===== config.mk =====
export PLATFORM = sky130hd
export DESIGN_NAME = averager_run_controller
export DESIGN_NICKNAME = d
export VERILOG_FILES = /design/src/rtl/averager_ctrl_pkg.sv /design/src/rtl/arc_sat_counter.sv /design/src/rtl/averager_run_controller.sv
export SDC_FILE = /design/constraint.sdc
export NUM_CORES = 1
export LEC_CHECK = 0
export BUFFER_PORTS_ARGS = -buffer_cell sky130_fd_sc_hd__buf_4
export CAP_MARGIN = 0
export CORE_MARGIN = 5
export CORE_UTILIZATION = 40
export DETAILED_ROUTE_END_ITERATION = 6
export PLACE_DENSITY_LB_ADDON = 0.12
export REMOVE_ABC_BUFFERS = 1
export SLEW_MARGIN = 5
export SYNTH_ARGS = -nofsm -noshare
export SYNTH_HDL_FRONTEND = slang
export SYNTH_SLANG_ARGS = --single-unit

===== constraint.sdc =====
create_clock -name clk -period 3.7 [get_ports clk]
set_input_delay 0.37 -clock clk [delete_from_list [all_inputs] [get_ports clk]]
set_output_delay 0.37 -clock clk [all_outputs]
set_load 0.01 [all_outputs]

===== src/rtl/averager_ctrl_pkg.sv =====
// Shared definitions for the averager run controller: state encoding and width defaults.
package averager_ctrl_pkg;

  localparam int FAST_COUNT_WIDTH_DEF = 5;
  localparam int SLOW_COUNT_WIDTH_DEF = 10;
  localparam int TIMEOUT_WIDTH_DEF    = 16;

  localparam logic [1:0] ST_IDLE = 2'd0;
  localparam logic [1:0] ST_ARM  = 2'd1;
  localparam logic [1:0] ST_RUN  = 2'd2;
  localparam logic [1:0] ST_DONE = 2'd3;

  typedef enum logic [1:0] {
    S_IDLE = ST_IDLE,
    S_ARM  = ST_ARM,
    S_RUN  = ST_RUN,
    S_DONE = ST_DONE
  } run_state_t;

endpackage


===== src/rtl/arc_sat_counter.sv =====
// Saturating up-counter with synchronous clear and a terminal flag that compares the
// current (pre-increment) count against a runtime limit.
module arc_sat_counter #(
  parameter int WIDTH = 8
) (
  input  logic             clk,
  input  logic             resetn,
  input  logic             clear,
  input  logic             enable,
  input  logic [WIDTH-1:0] limit,
  output logic             at_limit
);

  logic [WIDTH-1:0] count_reg;

  always_ff @(posedge clk or negedge resetn) begin
    if (!resetn) begin
      count_reg <= '0;
    end else if (clear) begin
      count_reg <= '0;
    end else if (enable && (count_reg != '1)) begin
      count_reg <= count_reg + WIDTH'(1);
    end
  end

  // Flag reflects the count before this cycle's increment.
  assign at_limit = (count_reg == limit);

endmodule


===== src/rtl/averager_run_controller.sv =====
// Sequences one averaging run: latch config on start, arm on trigger edge, gate clken for
// N sweeps, then hold data_valid until the readout acknowledges.
module averager_run_controller
  import averager_ctrl_pkg::*;
#(
  parameter int FAST_COUNT_WIDTH = FAST_COUNT_WIDTH_DEF,
  parameter int SLOW_COUNT_WIDTH = SLOW_COUNT_WIDTH_DEF,
  parameter int TIMEOUT_WIDTH    = TIMEOUT_WIDTH_DEF
) (
  input  logic                        clk,
  input  logic                        resetn,
  input  logic                        start,
  input  logic                        abort,
  input  logic [SLOW_COUNT_WIDTH-1:0] n_target,
  input  logic [FAST_COUNT_WIDTH-1:0] period_max,
  input  logic                        avg_on_req,
  input  logic                        trigger,
  input  logic                        ready_i,
  input  logic [SLOW_COUNT_WIDTH-1:0] n_avg_i,
  output logic                        restart,
  output logic                        clken,
  output logic [FAST_COUNT_WIDTH-1:0] count_max,
  output logic                        avg_on,
  output logic                        data_valid,
  input  logic                        data_ack,
  output logic                        busy,
  output logic [SLOW_COUNT_WIDTH-1:0] n_avg_o,
  output logic                        timeout
);

  localparam logic [TIMEOUT_WIDTH-1:0] TMO_LIMIT = {{(TIMEOUT_WIDTH-1){1'b1}}, 1'b0};

  run_state_t                  state_reg, state_next;
  logic                        restart_reg, restart_next;
  logic                        clken_reg, clken_next;
  logic [FAST_COUNT_WIDTH-1:0] count_max_reg, count_max_next;
  logic                        avg_on_reg, avg_on_next;
  logic                        data_valid_reg, data_valid_next;
  logic                        busy_reg, busy_next;
  logic [SLOW_COUNT_WIDTH-1:0] n_avg_reg, n_avg_next;
  logic                        timeout_reg, timeout_next;
  logic [SLOW_COUNT_WIDTH-1:0] tgt_last_reg, tgt_last_next;
  logic                        trigger_q_reg;

  logic trig_rise;
  logic sweep_clr, sweep_en, sweep_term;
  logic tmo_clr, tmo_en, tmo_term;

  assign trig_rise = trigger & ~trigger_q_reg;
  assign sweep_en  = (state_reg == S_RUN) & ready_i & ~abort;
  assign tmo_en    = (state_reg == S_ARM);

  arc_sat_counter #(.WIDTH(SLOW_COUNT_WIDTH)) u_sweep_cnt (
    .clk      (clk),
    .resetn   (resetn),
    .clear    (sweep_clr),
    .enable   (sweep_en),
    .limit    (tgt_last_reg),
    .at_limit (sweep_term)
  );

  arc_sat_counter #(.WIDTH(TIMEOUT_WIDTH)) u_tmo_cnt (
    .clk      (clk),
    .resetn   (resetn),
    .clear    (tmo_clr),
    .enable   (tmo_en),
    .limit    (TMO_LIMIT),
    .at_limit (tmo_term)
  );

  always_ff @(posedge clk or negedge resetn) begin
    if (!resetn) begin
      state_reg <= S_IDLE;
    end else begin
      state_reg <= state_next;
    end
  end

  always_ff @(posedge clk or negedge resetn) begin
    if (!resetn) begin
      restart_reg    <= 1'b0;
      clken_reg      <= 1'b0;
      count_max_reg  <= '0;
      avg_on_reg     <= 1'b0;
      data_valid_reg <= 1'b0;
      busy_reg       <= 1'b0;
      n_avg_reg      <= '0;
      timeout_reg    <= 1'b0;
      tgt_last_reg   <= '0;
      trigger_q_reg  <= 1'b0;
    end else begin
      restart_reg    <= restart_next;
      clken_reg      <= clken_next;
      count_max_reg  <= count_max_next;
      avg_on_reg     <= avg_on_next;
      data_valid_reg <= data_valid_next;
      busy_reg       <= busy_next;
      n_avg_reg      <= n_avg_next;
      timeout_reg    <= timeout_next;
      tgt_last_reg   <= tgt_last_next;
      trigger_q_reg  <= trigger;
    end
  end

  always_comb begin
    state_next      = state_reg;
    restart_next    = 1'b0;
    clken_next      = clken_reg;
    count_max_next  = count_max_reg;
    avg_on_next     = avg_on_reg;
    data_valid_next = data_valid_reg;
    n_avg_next      = n_avg_reg;
    timeout_next    = timeout_reg;
    tgt_last_next   = tgt_last_reg;
    sweep_clr       = 1'b0;
    tmo_clr         = 1'b0;

    if (abort) begin
      state_next      = S_IDLE;
      clken_next      = 1'b0;
      data_valid_next = 1'b0;
    end else begin
      case (state_reg)
        S_IDLE: begin
          clken_next      = 1'b0;
          data_valid_next = 1'b0;
          if (start) begin
            // Zero sweeps makes no sense for a run, so it is promoted to one.
            tgt_last_next  = (n_target == '0) ? '0 : n_target - SLOW_COUNT_WIDTH'(1);
            count_max_next = period_max;
            avg_on_next    = avg_on_req;
            timeout_next   = 1'b0;
            tmo_clr        = 1'b1;
            state_next     = S_ARM;
          end
        end
        S_ARM: begin
          clken_next = 1'b0;
          if (trig_rise) begin
            restart_next = 1'b1;
            clken_next   = 1'b1;
            sweep_clr    = 1'b1;
            state_next   = S_RUN;
          end else if (tmo_term) begin
            timeout_next = 1'b1;
            state_next   = S_IDLE;
          end
        end
        S_RUN: begin
          clken_next = 1'b1;
          if (ready_i && sweep_term) begin
            clken_next      = 1'b0;
            n_avg_next      = n_avg_i;
            data_valid_next = 1'b1;
            state_next      = S_DONE;
          end
        end
        S_DONE: begin
          clken_next      = 1'b0;
          data_valid_next = 1'b1;
          if (data_ack) begin
            data_valid_next = 1'b0;
            state_next      = S_IDLE;
          end
        end
        default: begin
          clken_next      = 1'b0;
          data_valid_next = 1'b0;
          state_next      = S_IDLE;
        end
      endcase
    end

    busy_next = (state_next != S_IDLE);
  end

  assign restart    = restart_reg;
  assign clken      = clken_reg;
  assign count_max  = count_max_reg;
  assign avg_on     = avg_on_reg;
  assign data_valid = data_valid_reg;
  assign busy       = busy_reg;
  assign n_avg_o    = n_avg_reg;
  assign timeout    = timeout_reg;

endmodule


# Yosys cells after proc, flatten, opt, wreduce, memory -nomap -nowiden
# Index checks and enable logic that the tools add are counted.
[word_totals]
register_bits = 60
latchBits = 0
ramBits = 0
mem_bits_ro = 0
input_bits = 33
wordCells = 76
memories = 0
[classes]
add_sub_neg = 3
n_mul = 0
div = 0
order_cmp = 0
n_eq_ne = 11
n_shift = 0
muxes = 29
n_bitwise = 5
reduce_logical = 15
[op_table]
columns = ["op", "count"]
rows = [
  ["2-to-1 mux 16 bit", 2],
  ["2-to-1 mux 10 bit", 3],
  ["adder 16 x 1 -> 16 bit (second input constant)", 1],
  ["== test 16 bit (second input constant)", 1],
  ["inequality test 16 bit (second input constant)", 1],
  ["2-to-1 mux 1 bit", 14],
  ["2-to-1 mux 2 bit", 6],
  ["adder 10 x 1 -> 10 bit (second input constant)", 1],
  ["== test 10 bit", 1],
  ["logical NOT 10 bit", 1],
  ["inequality test 10 bit (second input constant)", 1],
  ["subtractor 10 x 1 -> 10 bit (second input constant)", 1],
  ["case mux 2 bit (4 select lines)", 1],
  ["nonzero test 2 bit", 4],
  ["inequality test 2 bit (second input constant)", 3],
  ["case mux 1 bit (3 select lines)", 2],
  ["AND reduction 3 bit", 2],
  ["AND reduction 5 bit", 1],
  ["== test 2 bit (second input constant)", 2],
  ["nonzero test 4 bit", 1],
  ["bitwise AND 1 bit", 3],
  ["logical AND 1 bit", 3],
  ["inequality test 3 x 2 -> 1 bit (second input constant)", 1],
  ["== test 2 x 1 -> 1 bit (second input constant)", 1],
  ["5 further kinds", 6],
]

# Longest topological paths before layout
# Gate-level depths: netlist (run 1).
[logic_depth]
word_depth = 6
ltp_mapped = 8

# Modules after synthesis
# A second synthesis (run 1) with hierarchy kept.
[hier_totals]
hier_cells = 349
area_unflattened_um2 = 3387.0
[modules_own_cells]
columns = ["module", "instances", "cells_each", "area_per_inst_um2"]
rows = [
  ["averager_run_controller", 1, 160, 1645.3],
  ["arc_sat_counter at u_tmo_cnt", 1, 117, 1057.3],
  ["arc_sat_counter at u_sweep_cnt", 1, 72, 684.4],
]

# Worst setup path before layout (run 1)
# OpenSTA, ideal clock, no wires.
[synth_path]
kind = "register -> register"
from = "register u_tmo_cnt.count_reg[10]"
to = "register busy_reg, in the netlist busy"
setup_time_ps = 130
arrival_time_ps = 1853
required_ps = 3570
path_slack_ps = 1718
stages_incl_launch_ff = 7
path_buffers = 1
cell_sequence = "dfrtp_1 -> nand4_4 -> or4_1 -> buf_2 -> o31a_1 -> o311a_1 -> o21bai_1"
[synth_via]
elab_chain_len = 6
[synth_lines]
columns = ["item", "line_no", "text"]
rows = [
  ["start: declaration", "arc_sat_counter.sv:14", "logic [WIDTH-1:0] count_reg;"],
  ["start signal: assignment", "arc_sat_counter.sv:22", "count_reg <= count_reg + WIDTH'(1);"],
  ["== test 16 bit", "arc_sat_counter.sv:27", "assign at_limit = (count_reg == limit);"],
  ["2-to-1 mux 2 bit", "averager_run_controller.sv:144", "end else if (tmo_term) begin"],
  ["2-to-1 mux 2 bit", "averager_run_controller.sv:139", "if (trig_rise) begin"],
  ["case mux 2 bit (4 select lines)", "averager_run_controller.sv:123", "case (state_reg)"],
  ["2-to-1 mux 2 bit", "averager_run_controller.sv:118", "if (abort) begin"],
  ["named net state_next[1]", "averager_run_controller.sv:33", "run_state_t state_reg, state_next;"],
  ["nonzero test 2 bit", "averager_run_controller.sv:174", "busy_next = (state_next != S_IDLE);"],
  ["named net busy_next", "averager_run_controller.sv:39", "logic busy_reg, busy_next;"],
  ["end signal: assignment", "averager_run_controller.sv:97", "busy_reg <= busy_next;"],
  ["end: declaration", "averager_run_controller.sv:39", ""],
]
# The timed path passes the listed nets, and every way through them passes these cells.
# A chain may end at the register's enable or synchronous reset.

# Worst setup path in the final report (run 1)
[layout_path]
from = "register u_sweep_cnt.count_reg[4]"
to = "register n_avg_reg[6], in the netlist n_avg_o[6]"
[layout_via]
elab_chain_len = 3
[layout_lines]
columns = ["item", "line_no", "text"]
rows = [
  ["start: declaration", "arc_sat_counter.sv:14", ""],
  ["start signal: assignment", "arc_sat_counter.sv:22", ""],
  ["== test 10 bit", "arc_sat_counter.sv:27", ""],
  ["logical AND 1 bit", "averager_run_controller.sv:151", "if (ready_i && sweep_term) begin"],
  ["AND reduction 3 bit (no source line)", "-", ""],
  ["end signal: assignment", "averager_run_controller.sv:98", "n_avg_reg <= n_avg_next;"],
  ["end: declaration", "averager_run_controller.sv:40", "logic [SLOW_COUNT_WIDTH-1:0] n_avg_reg, n_avg_next;"],
]
# Every way passes these cells.

==> flow_summary.ini, run 1 <==
[floorplan]
die_y_um = 97.7
rows = 32
die-area_um2 = 9550
core_area_um2 = 7610
chipWidth_um = 97.7
initial_core_util_pct = 40.5
ioPinCount = 54

[final_layout]
utilization_pct = 50.0
fin_nets = 407
area_growth_pct = 23.6
n_antenna_cell = 0
largest_reg_flops = 16
drive_above_1_share_pct = 23.5
fin_cells = 473

[worst_setup_path]
crit_buf_inv = 0
crit_family = simple AND/OR/NAND/NOR gates
startpoint_type = flip-flop
path_max_fanout = 10
path_cells = xnor2_1, nand4_1, nor4_1, nand3_1, mux2_2
crit_path_max_incr_delay_ns = 0.67
cp-end-kind = flip-flop
path_class = flip-flop to flip-flop
cp.arrival_ns = 2.76
cpMaxStageDelayCell = nor4_1
required_ns = 3.93

[logic_synthesis]
synth_top_cell_by_area = dfrtp_1
synth_edf_count = 0
synth-compound-area-share_pct = 7.44
synth_top_family_by_area = simple AND/OR/NAND/NOR gates
netlist_top_cells_area = dfrtp_1 (49%), xnor2_1 (7.1%), nand2_1 (5.0%)
synth.mux.area_fraction_pct = 4.31
synth_area_um2 = 3080
synth_async_sr_flop_share_pct = 100
syn-mean-instance-area_um2 = 9.93
synth_xor_area_share_pct = 10.8
ys_types = 47
ys_warn_count = 0
synth_cells = 310
synth.top_cell.area_share_pct = 48.8
synth_fa_ha_area_share_pct = 3.25
seq_area_frac_synth_pct = 48.8
ys_ff_latch = 60
synth_top_cells_by_count = dfrtp_1 (60), nand2_1 (41), nor2_1 (33)
synthFlopType = dfrtp_1
synth-simple-area-share_pct = 22.4
synth.most_common_cell = dfrtp_1

[route]
vias_per_cell = 4.92
dr.pass1.iters = 4
drcViolationCount = 0
vias = 2326
wl_per_cell_um = 13.6
antenna_left = 0
detail_route.iter0.violations = 77
drt-total-wl_mm = 6.43

[worst_hold_path]
hp-class = primary input to async pin

[flow_run]
cap_violations = 0

[timing]
fin_worst_skew_ns = 0.0115
finalSetupViolations = 0
slew_violations = 0
worst_pin_slew_ns = 0.996
finalSetupTns_ns = 0
hold_viol_final = 0
slew_headroom_pct = 32.7
worst_slack_ns = 1.16
fin_crit_ns = 2.54
rsz0062_at_grt = no
clock.fmax_ghz = 0.394
period_share_pct = 68.5

[pwr]
ir_worst_vdd_mv = 0.213
power_density_nw_per_um2 = 456
p_leak_nw = 1.78
finalPower_w = 0.00174

[placement]
placed_cells = 457
hpwlAfterDp_mm = 4.52
portBuffers = 53
gp_congestion = 0.736
place_ws_ns = 1.25

[clocking]
cts_hold_buf = 0
cts_root_buffer = clkbuf_8
clk_path_buf_depth = 2
cts_tree = built
htree_num_levels = 3
cts.sinks = 60
clk_pin_slew_ns = 0.07
cts_setup_buffers = 0
cts_resized = 0
clk_latency_ns = 0.34
cts_made_buffers = 9

[global_routing]
grt_pass1_vias = 2408
grt_max_degree = 61
track_usage_pct = 14.5
grt_antenna_before_repair = 0
grt_overflow = 0
grt_pass1_wl_mm = 11.3

[status]
outcome = finished, final reports clean
==> power breakdown <==
part / switching, W / internal (W)
combinational: 0.000116 / 0.000113
sequential: 0.0000508 / 0.000713
clock: 0.000260 / 0.000484
total: 0.000426 / 0.00131
==> metal layers <==
layer | share of wire [%] | vias up | routed length (um) | GRT usage (%)
li1 | - | 1185 | - | -
met1 | 47 | 1093 | 3050 | 18.6
met2 | 47 | 37 | 3040 | 24.1
met3 | 3.4 | 11 | 221 | 3.07
met4 | 1.9 | 0 | 121 | 5.75
met5 | 0 | - | 0 | 0
==> stage by stage <==
step / hold WS (ns) / cell area (um^2)
finish: 0.0993 / 3810
global route: 0.134 / 3810
CTS: 0.125 / 3810
detailed placement: 0.467 / 3560
global placement: 0.461 / 3560
floorplan: 0.0744 / 3020
==> kinds of logic after synthesis <==
| family | count (synthesis) |
|---|---|
| adder cells (fa/ha/maj) | 8 |
| XOR/XNOR | 38 |
| flip-flops | 60 |
| AND/OR/NAND/NOR | 137 |
| buffers and inverters | 19 |
| multiplexers | 12 |
| AO/OA/AOI/OAI | 36 |
==> path summary, 6_finish.rpt <==
kind,start,endpoint,slack (ns),depth (start not counted)
min,resetn,state_reg[1],0.1,1
min in group clk,trigger,trigger_q_reg,0.15,1
min reg2reg,count_max[1],count_max[1],0.48,2
max reg2reg,u_sweep_cnt.count_reg[4],n_avg_o[6],1.16,5
max in group asynchronous,resetn,u_sweep_cnt.count_reg[1],3.10,1
max,u_sweep_cnt.count_reg[4],n_avg_o[6],1.16,5
==> layout make-up <==
type	count	area, um^2
well taps	102	128
fillers	737	3800
clock inverters	4	95.1
clock buffers	12	155
inverters	10	37.5
multi-input cells	231	1480
repair buffers	54	405
flip-flops and latches	60	1500
==> cells in the final DEF (no fill, tap or decap), types with 4 or more instances in the layout <==
cell type  netlist  final
nor4_1           7      7
xnor2_1         25     25
nand3_1         12     12
nand2_1         41     41
nor3_1          10     10
o211ai_1         4      4
clkbuf_8         0     11
mux2_2          10     10
a211oi_1         4      4
inv_1           10     10
xor2_1          13     13
and3_1           5      5
nor2_1          33     33
a21oi_1          5      5
ha_1             8      8
dfrtp_1         60     60
buf_4            1     54
o21ai_0         13     13
nand4_1          7      7
Power figures use the tool's default switching activity.
==> run 2, diff against run 1 <==
==> constraint.sdc (replaced) <==
create_clock -name clk -period 2.21 [get_ports clk]
set_input_delay 0.221 -clock clk [delete_from_list [all_inputs] [get_ports clk]]
set_output_delay 0.221 -clock clk [all_outputs]
set_load 0.01 [all_outputs]
==> run 2 against run 1 <==
Critical endpoint is now busy. Sequential share of layout area down 0.71 points. Critical path depth unchanged. Setup slack worse by 0.99 ns. Sequential power rose by 68%. Global-route usage increased by 0.47 points. Via count up 1.8%. Final cell count grew 2.5%. Largest cell class unchanged. Flip-flop and latch count is the same. Non-clock buffer count is 12 higher. Final area rose by 1.8%. Wire length up 0.82%. Clock skew grew 0.0016 ns.
==> flow_summary.ini, run 2 (same netlist as run 1, synthesis figures left out) <==
[worst_setup_path]
cp.arrival_ns = 2.26
path_cells = nand4_4, or4_1, o31a_1, o311a_1, o21bai_1
path_max_fanout = 7
crit_path_max_incr_delay_ns = 0.56
crit_path_start = u_tmo_cnt.count_reg[10]
worst-path-stages = 5
crit_buf_inv = 0
crit_end = busy
required_ns = 2.43
startpoint_type = flip-flop
r2r-end = busy
r2r_cells = 5
cpMaxStageDelayCell = or4_1
crit_family = simple AND/OR/NAND/NOR gates
rrSetupSlack_ns = 0.18
reg2reg_from = u_tmo_cnt.count_reg[10]
path_class = flip-flop to flip-flop
cp-end-kind = flip-flop

[final_layout]
fin_nets = 419
n_antenna_cell = 0
layout_commonest_cell = buf_4
largest_reg_flops = 16
drive_above_1_share_pct = 25.6
fin_cells = 485
mostFrequentLayoutCells = buf_4 (64), dfrtp_1 (60), nand2_1 (41)
area_growth_pct = 25.9

[route]
vias_per_cell = 4.88
vias = 2369
dr.pass1.iters = 4
antenna_left = 0
drcViolationCount = 0
wl_per_cell_um = 13.4
drt-total-wl_mm = 6.49
detail_route.iter0.violations = 64

[timing]
slew_violations = 0
rsz0062_at_grt = no
period_share_pct = 92.0
timing.hold.ws_ns = 0.0483
fin_crit_ns = 2.03
slew_headroom_pct = 48.5
hold_viol_final = 0
finalSetupViolations = 0
fin_worst_skew_ns = 0.0132
clock.fmax_ghz = 0.492
worst_pin_slew_ns = 0.773

[clocking]
clk_path_buf_depth = 2
clk_latency_ns = 0.35
cts_root_buffer = clkbuf_8
cts_resized = 0
htree_num_levels = 3
cts.sinks = 60
cts_made_buffers = 9
clk_pin_slew_ns = 0.08
cts_tree = built

[placement]
portBuffers = 53
gp_congestion = 0.832
placed_cells = 467
hpwlAfterDp_mm = 4.66

[floorplan]
core_area_um2 = 7610
chipWidth_um = 97.7
rows = 32
ioPinCount = 54
die_y_um = 97.7
die-area_um2 = 9550
initial_core_util_pct = 40.5

[status]
outcome = finished, final reports clean

[global_routing]
grt_max_degree = 61
grt_pass1_vias = 2397
grt_overflow = 0
track_usage_pct = 15.0
grt_pass1_wl_mm = 11.4
grt_antenna_before_repair = 0

[pwr]
finalPower_w = 0.00279
power_density_nw_per_um2 = 719
ir_worst_vdd_mv = 0.297
p_leak_nw = 1.81

[worst_hold_path]
hp-class = primary input to flip-flop

[flow_run]
cap_violations = 0
run 2: area by class of cell:
cell class | count | area, um^2
fillers | 727 | 3730
flip-flops and latches | 60 | 1500
inverters | 10 | 37.5
multi-input cells | 231 | 1480
well taps | 102 | 128
repair buffers | 66 | 500
clock buffers | 9 | 124
clock inverters | 7 | 101
run 2: worst min path at each step:
stage / start / end / slack, ns / cells past startpoint
finish: period_max[2] / count_max[2] / 0.05 / 3
global route: period_max[1] / count_max[1] / 0.04 / 3
CTS: period_max[2] / count_max[2] / 0.04 / 3
detailed placement: trigger / trigger_q_reg / 0.34 / 1
global placement: trigger / trigger_q_reg / 0.34 / 1
floorplan: resetn / avg_on / -0.07 / 0
run 2: what timing repair did:
item                                   4_1_cts  5_1_grt
endpoints found under the hold margin       61        0
buffers inserted                             0        0
hold buffers                                 2        0
run 2: layer usage:
layer | track usage (%) | vias to the layer above | routed length, um
met2 | 23.0 | 39 | 3070
met3 | 4.79 | 9 | 227
met5 | 0 | - | 0
li1 | - | 1214 | -
met1 | 19.6 | 1107 | 3050
met4 | 6.39 | 0 | 138
run 2: worst register-to-register path: stages (launching register included):
cell	delay, ns
dfrtp_1	0.46
nand4_4	0.16
or4_1	0.56
o31a_1	0.25
o311a_1	0.30
o21bai_1	0.17
run 2: report_power, final:
group | switching, W | leakage (nW) | total [W] | internal [W]
logic | 0.000197 | 0.905 | 0.000396 | 0.000199
clock network | 0.000475 | 0.106 | 0.00111 | 0.000639
registers | 0.0000831 | 0.803 | 0.00128 | 0.00119
run 2: per-stage QoR:
step | TNS [ns] | util, % | setup slack [ns] | instance area, um^2
2_1_floorplan | -0.193 | - | -0.0243 | 3020
3_3_place_gp | 0 | 47.7 | 0.234 | 3630
3_5_place_dp | 0 | 47.7 | 0.180 | 3630
4_1_cts | 0 | 51.0 | 0.169 | 3880
5_1_grt | 0 | 51.0 | 0.0510 | 3880
6_report | 0 | 51.0 | 0.178 | 3880
==> run 3, diff against run 2 <==
--- a/config.mk
+++ b/config.mk
@@ -12,7 +12,9 @@
 export DETAILED_ROUTE_END_ITERATION = 6
 export PLACE_DENSITY_LB_ADDON = 0.12
 export REMOVE_ABC_BUFFERS = 1
+export SETUP_SLACK_MARGIN = 0.15
 export SLEW_MARGIN = 5
 export SYNTH_ARGS = -nofsm -noshare
 export SYNTH_HDL_FRONTEND = slang
+export SYNTH_HIERARCHICAL = 1
 export SYNTH_SLANG_ARGS = --single-unit
==> run 3 against run 2 <==
Global-route usage rose by 1.4 points. Power rose by 31%. Count of clock-buffer cells in the layout rose by 3. Combinational power rose by 130%. Sequential power rose by 16%. Wire length rose by 18%. Flip-flop and latch count did not move. Register-to-register slack improved by 0.02 ns. Fmax rose by 0.78%. Largest power group unchanged.
==> flow_summary.ini, run 3 <==
[global_routing]
grt_antenna_before_repair = 0
grt_overflow = 0
grt_max_degree = 61
grt_pass1_wl_mm = 13.6
track_usage_pct = 16.4
grt_pass1_vias = 2954

[logic_synthesis]
ys_warn_count = 6
ys_types = 61
synth_async_sr_flop_share_pct = 100
synth_edf_count = 0
netlist_top_cells_area = dfrtp_1 (44%), xnor2_1 (7.0%), nand2_1 (4.1%)
syn-mean-instance-area_um2 = 9.70
synth.top_cell.area_share_pct = 44.3
synth_top_cells_by_count = dfrtp_1 (60), nand2_1 (37), xnor2_1 (27)
synth_top_cell_by_area = dfrtp_1
synth_area_um2 = 3390
ys_ff_latch = 60
synth_cells = 349
synth.most_common_cell = dfrtp_1
synthFlopType = dfrtp_1
seq_area_frac_synth_pct = 44.3

[clocking]
cts_root_buffer = clkbuf_8
cts_setup_buffers = 0
cts.sinks = 60
clk_path_buf_depth = 2
cts_tree = built
htree_num_levels = 3
clk_pin_slew_ns = 0.07
clk_latency_ns = 0.33
cts_made_buffers = 9

[worst_setup_path]
cp-end-kind = flip-flop
path_max_fanout = 7
crit_path_max_incr_delay_ns = 0.47
cp.arrival_ns = 2.27
path_class = flip-flop to flip-flop
required_ns = 2.47
cpMaxStageDelayCell = or4_1
path_cells = ha_1, nand4_2, or3_4, or4_1, a21oi_1
startpoint_type = flip-flop

[pwr]
p_leak_nw = 1.94
ir_worst_vdd_mv = 0.436
power_frac_clock_pct = 34.2
sw_frac_of_total_pct = 29.3
p_int_w = 0.00258
switchingPower_w = 0.00107
power_frac_seq_pct = 40.7
power_density_nw_per_um2 = 846
comb_power_share_pct = 25.1

[placement]
hpwlAfterDp_mm = 5.57
portBuffers = 53
gp_congestion = 0.859
place_ws_ns = 0.0986
placed_area_um2 = 4020
placed_cells = 524

[floorplan]
core_area_um2 = 8220
die-area_um2 = 10400
initial_core_util_pct = 41.2
ioPinCount = 54
rows = 33
chipWidth_um = 102
die_y_um = 102

[route]
vias = 2806
drt-total-wl_mm = 7.66
drcViolationCount = 0
detail_route.iter0.violations = 195
wl_per_cell_um = 14.1
dr.pass1.iters = 4
vias_per_cell = 5.18
antenna_left = 0

[timing]
period_share_pct = 91.2
hold_viol_final = 0
slew_violations = 0
fin_crit_ns = 2.02
finalSetupViolations = 0
finalSetupTns_ns = 0
worst_pin_slew_ns = 0.779
worst_slack_ns = 0.193
fin_worst_skew_ns = 0.00897
rsz0062_at_grt = yes
clock.fmax_ghz = 0.496
slew_headroom_pct = 48.0
timing.hold.ws_ns = 0.0758

[final_layout]
area_growth_pct = 27.2
fillCellCount = 781
drive_above_1_share_pct = 27.0
final-seq-area_um2 = 1500
fin_nets = 473
mostFrequentLayoutCells = buf_4 (71), dfrtp_1 (58), nand2_1 (37)
n_antenna_cell = 0
multi_input_area_um2 = 1830
postLayoutCellArea_um2 = 4310
fin_cells = 542
layout_commonest_cell = buf_4
largest_reg_flops = 16

[flow_run]
cap_violations = 0

[status]
outcome = finished, final reports clean

[worst_hold_path]
hp-class = primary input to flip-flop
run 3: cell count changes in the layout (fill, tap and decap cells not counted), moves of 5 or more:
| cell | change |
|---|---|
| conb_1 | +16 |
| buf_4 | +7 |
| a21oi_1 | +15 |
| xor2_1 | -8 |
| nand4_1 | +5 |
| nor2_1 | -7 |
| nor2b_1 | +7 |
run 3: final timing paths:
path | endpoint | depth (start not counted) | slack, ns | startpoint
worst max-delay path | u_tmo_cnt/count_reg[14] | 5 | 0.19 | u_tmo_cnt/count_reg[0]
worst min-delay path | count_max[0] | 3 | 0.08 | period_max[0]
worst max register to register | u_tmo_cnt/count_reg[14] | 5 | 0.19 | u_tmo_cnt/count_reg[0]
worst min register to register | count_max[3] | 2 | 0.49 | count_max[3]
max in group asynchronous | u_tmo_cnt/count_reg[1] | 2 | 1.14 | resetn
min in group asynchronous | u_tmo_cnt/count_reg[14] | 2 | 0.51 | resetn
run 3: kinds of logic after synthesis:
family	count (synthesis)	share of synthesized area [%]
other cells	2	0.222
mux	16	5.25
buf+inv	23	3.40
flops	60	44.3
xor+xnor	32	8.27
compound gates	65	12.5
fa+ha+maj	8	2.96
simple gates	143	23.1
run 3: what timing repair did:
action                     CTS  global route
pin swaps                    0             0
setup endpoints to repair    1            14
hold endpoints to repair    13             0
gates resized for setup      1             4
hold buffers                 2             0
run 3: stage by stage:
| stage | util [%] | power (W) |
|---|---|---|
| global route | 52.4 | 0.00390 |
| CTS | 52.3 | 0.00369 |
| floorplan | - | 0.00201 |
| finish | 52.4 | 0.00365 |
| global placement | 48.9 | 0.00240 |
| detailed placement | 48.9 | 0.00242 |
run 3: layer usage:
layer / up-vias / track usage [%] / routed length, um
met2: 63 / 27.1 / 3740
met4: 0 / 6.46 / 141
met5: - / 0 / 0
li1: 1392 / - / -
met3: 13 / 4.37 / 347
met1: 1338 / 20.4 / 3430
run 3: power by group through the flow:
stage                     Sequential (W)  Combinational, W  Clock, W
after floorplan                  0.00150          0.000510         0
after global placement           0.00150          0.000902         0
after detailed placement         0.00150          0.000920         0
after CTS                        0.00148          0.000926   0.00128
after global routing             0.00152           0.00104   0.00134
final                            0.00148          0.000916   0.00125
run 3: layout make-up:
type	instances	area share, %
Clock buffer	12	3.60
Sequential cell	60	34.9
Clock inverter	4	2.21
Tap cell	105	3.05
Inverter	8	0.784
Timing Repair Buffer	73	12.8
Multi-Input combinational cell	280	42.6
run 3: worst max-delay path, delay by kind of cell (launching register included):
family / cells / cell delay (ns)
AND/OR/NAND/NOR: 3 / 1.13
adder cells (fa/ha/maj): 1 / 0.25
flip-flops: 1 / 0.42
AO/OA/AOI/OAI: 1 / 0.15
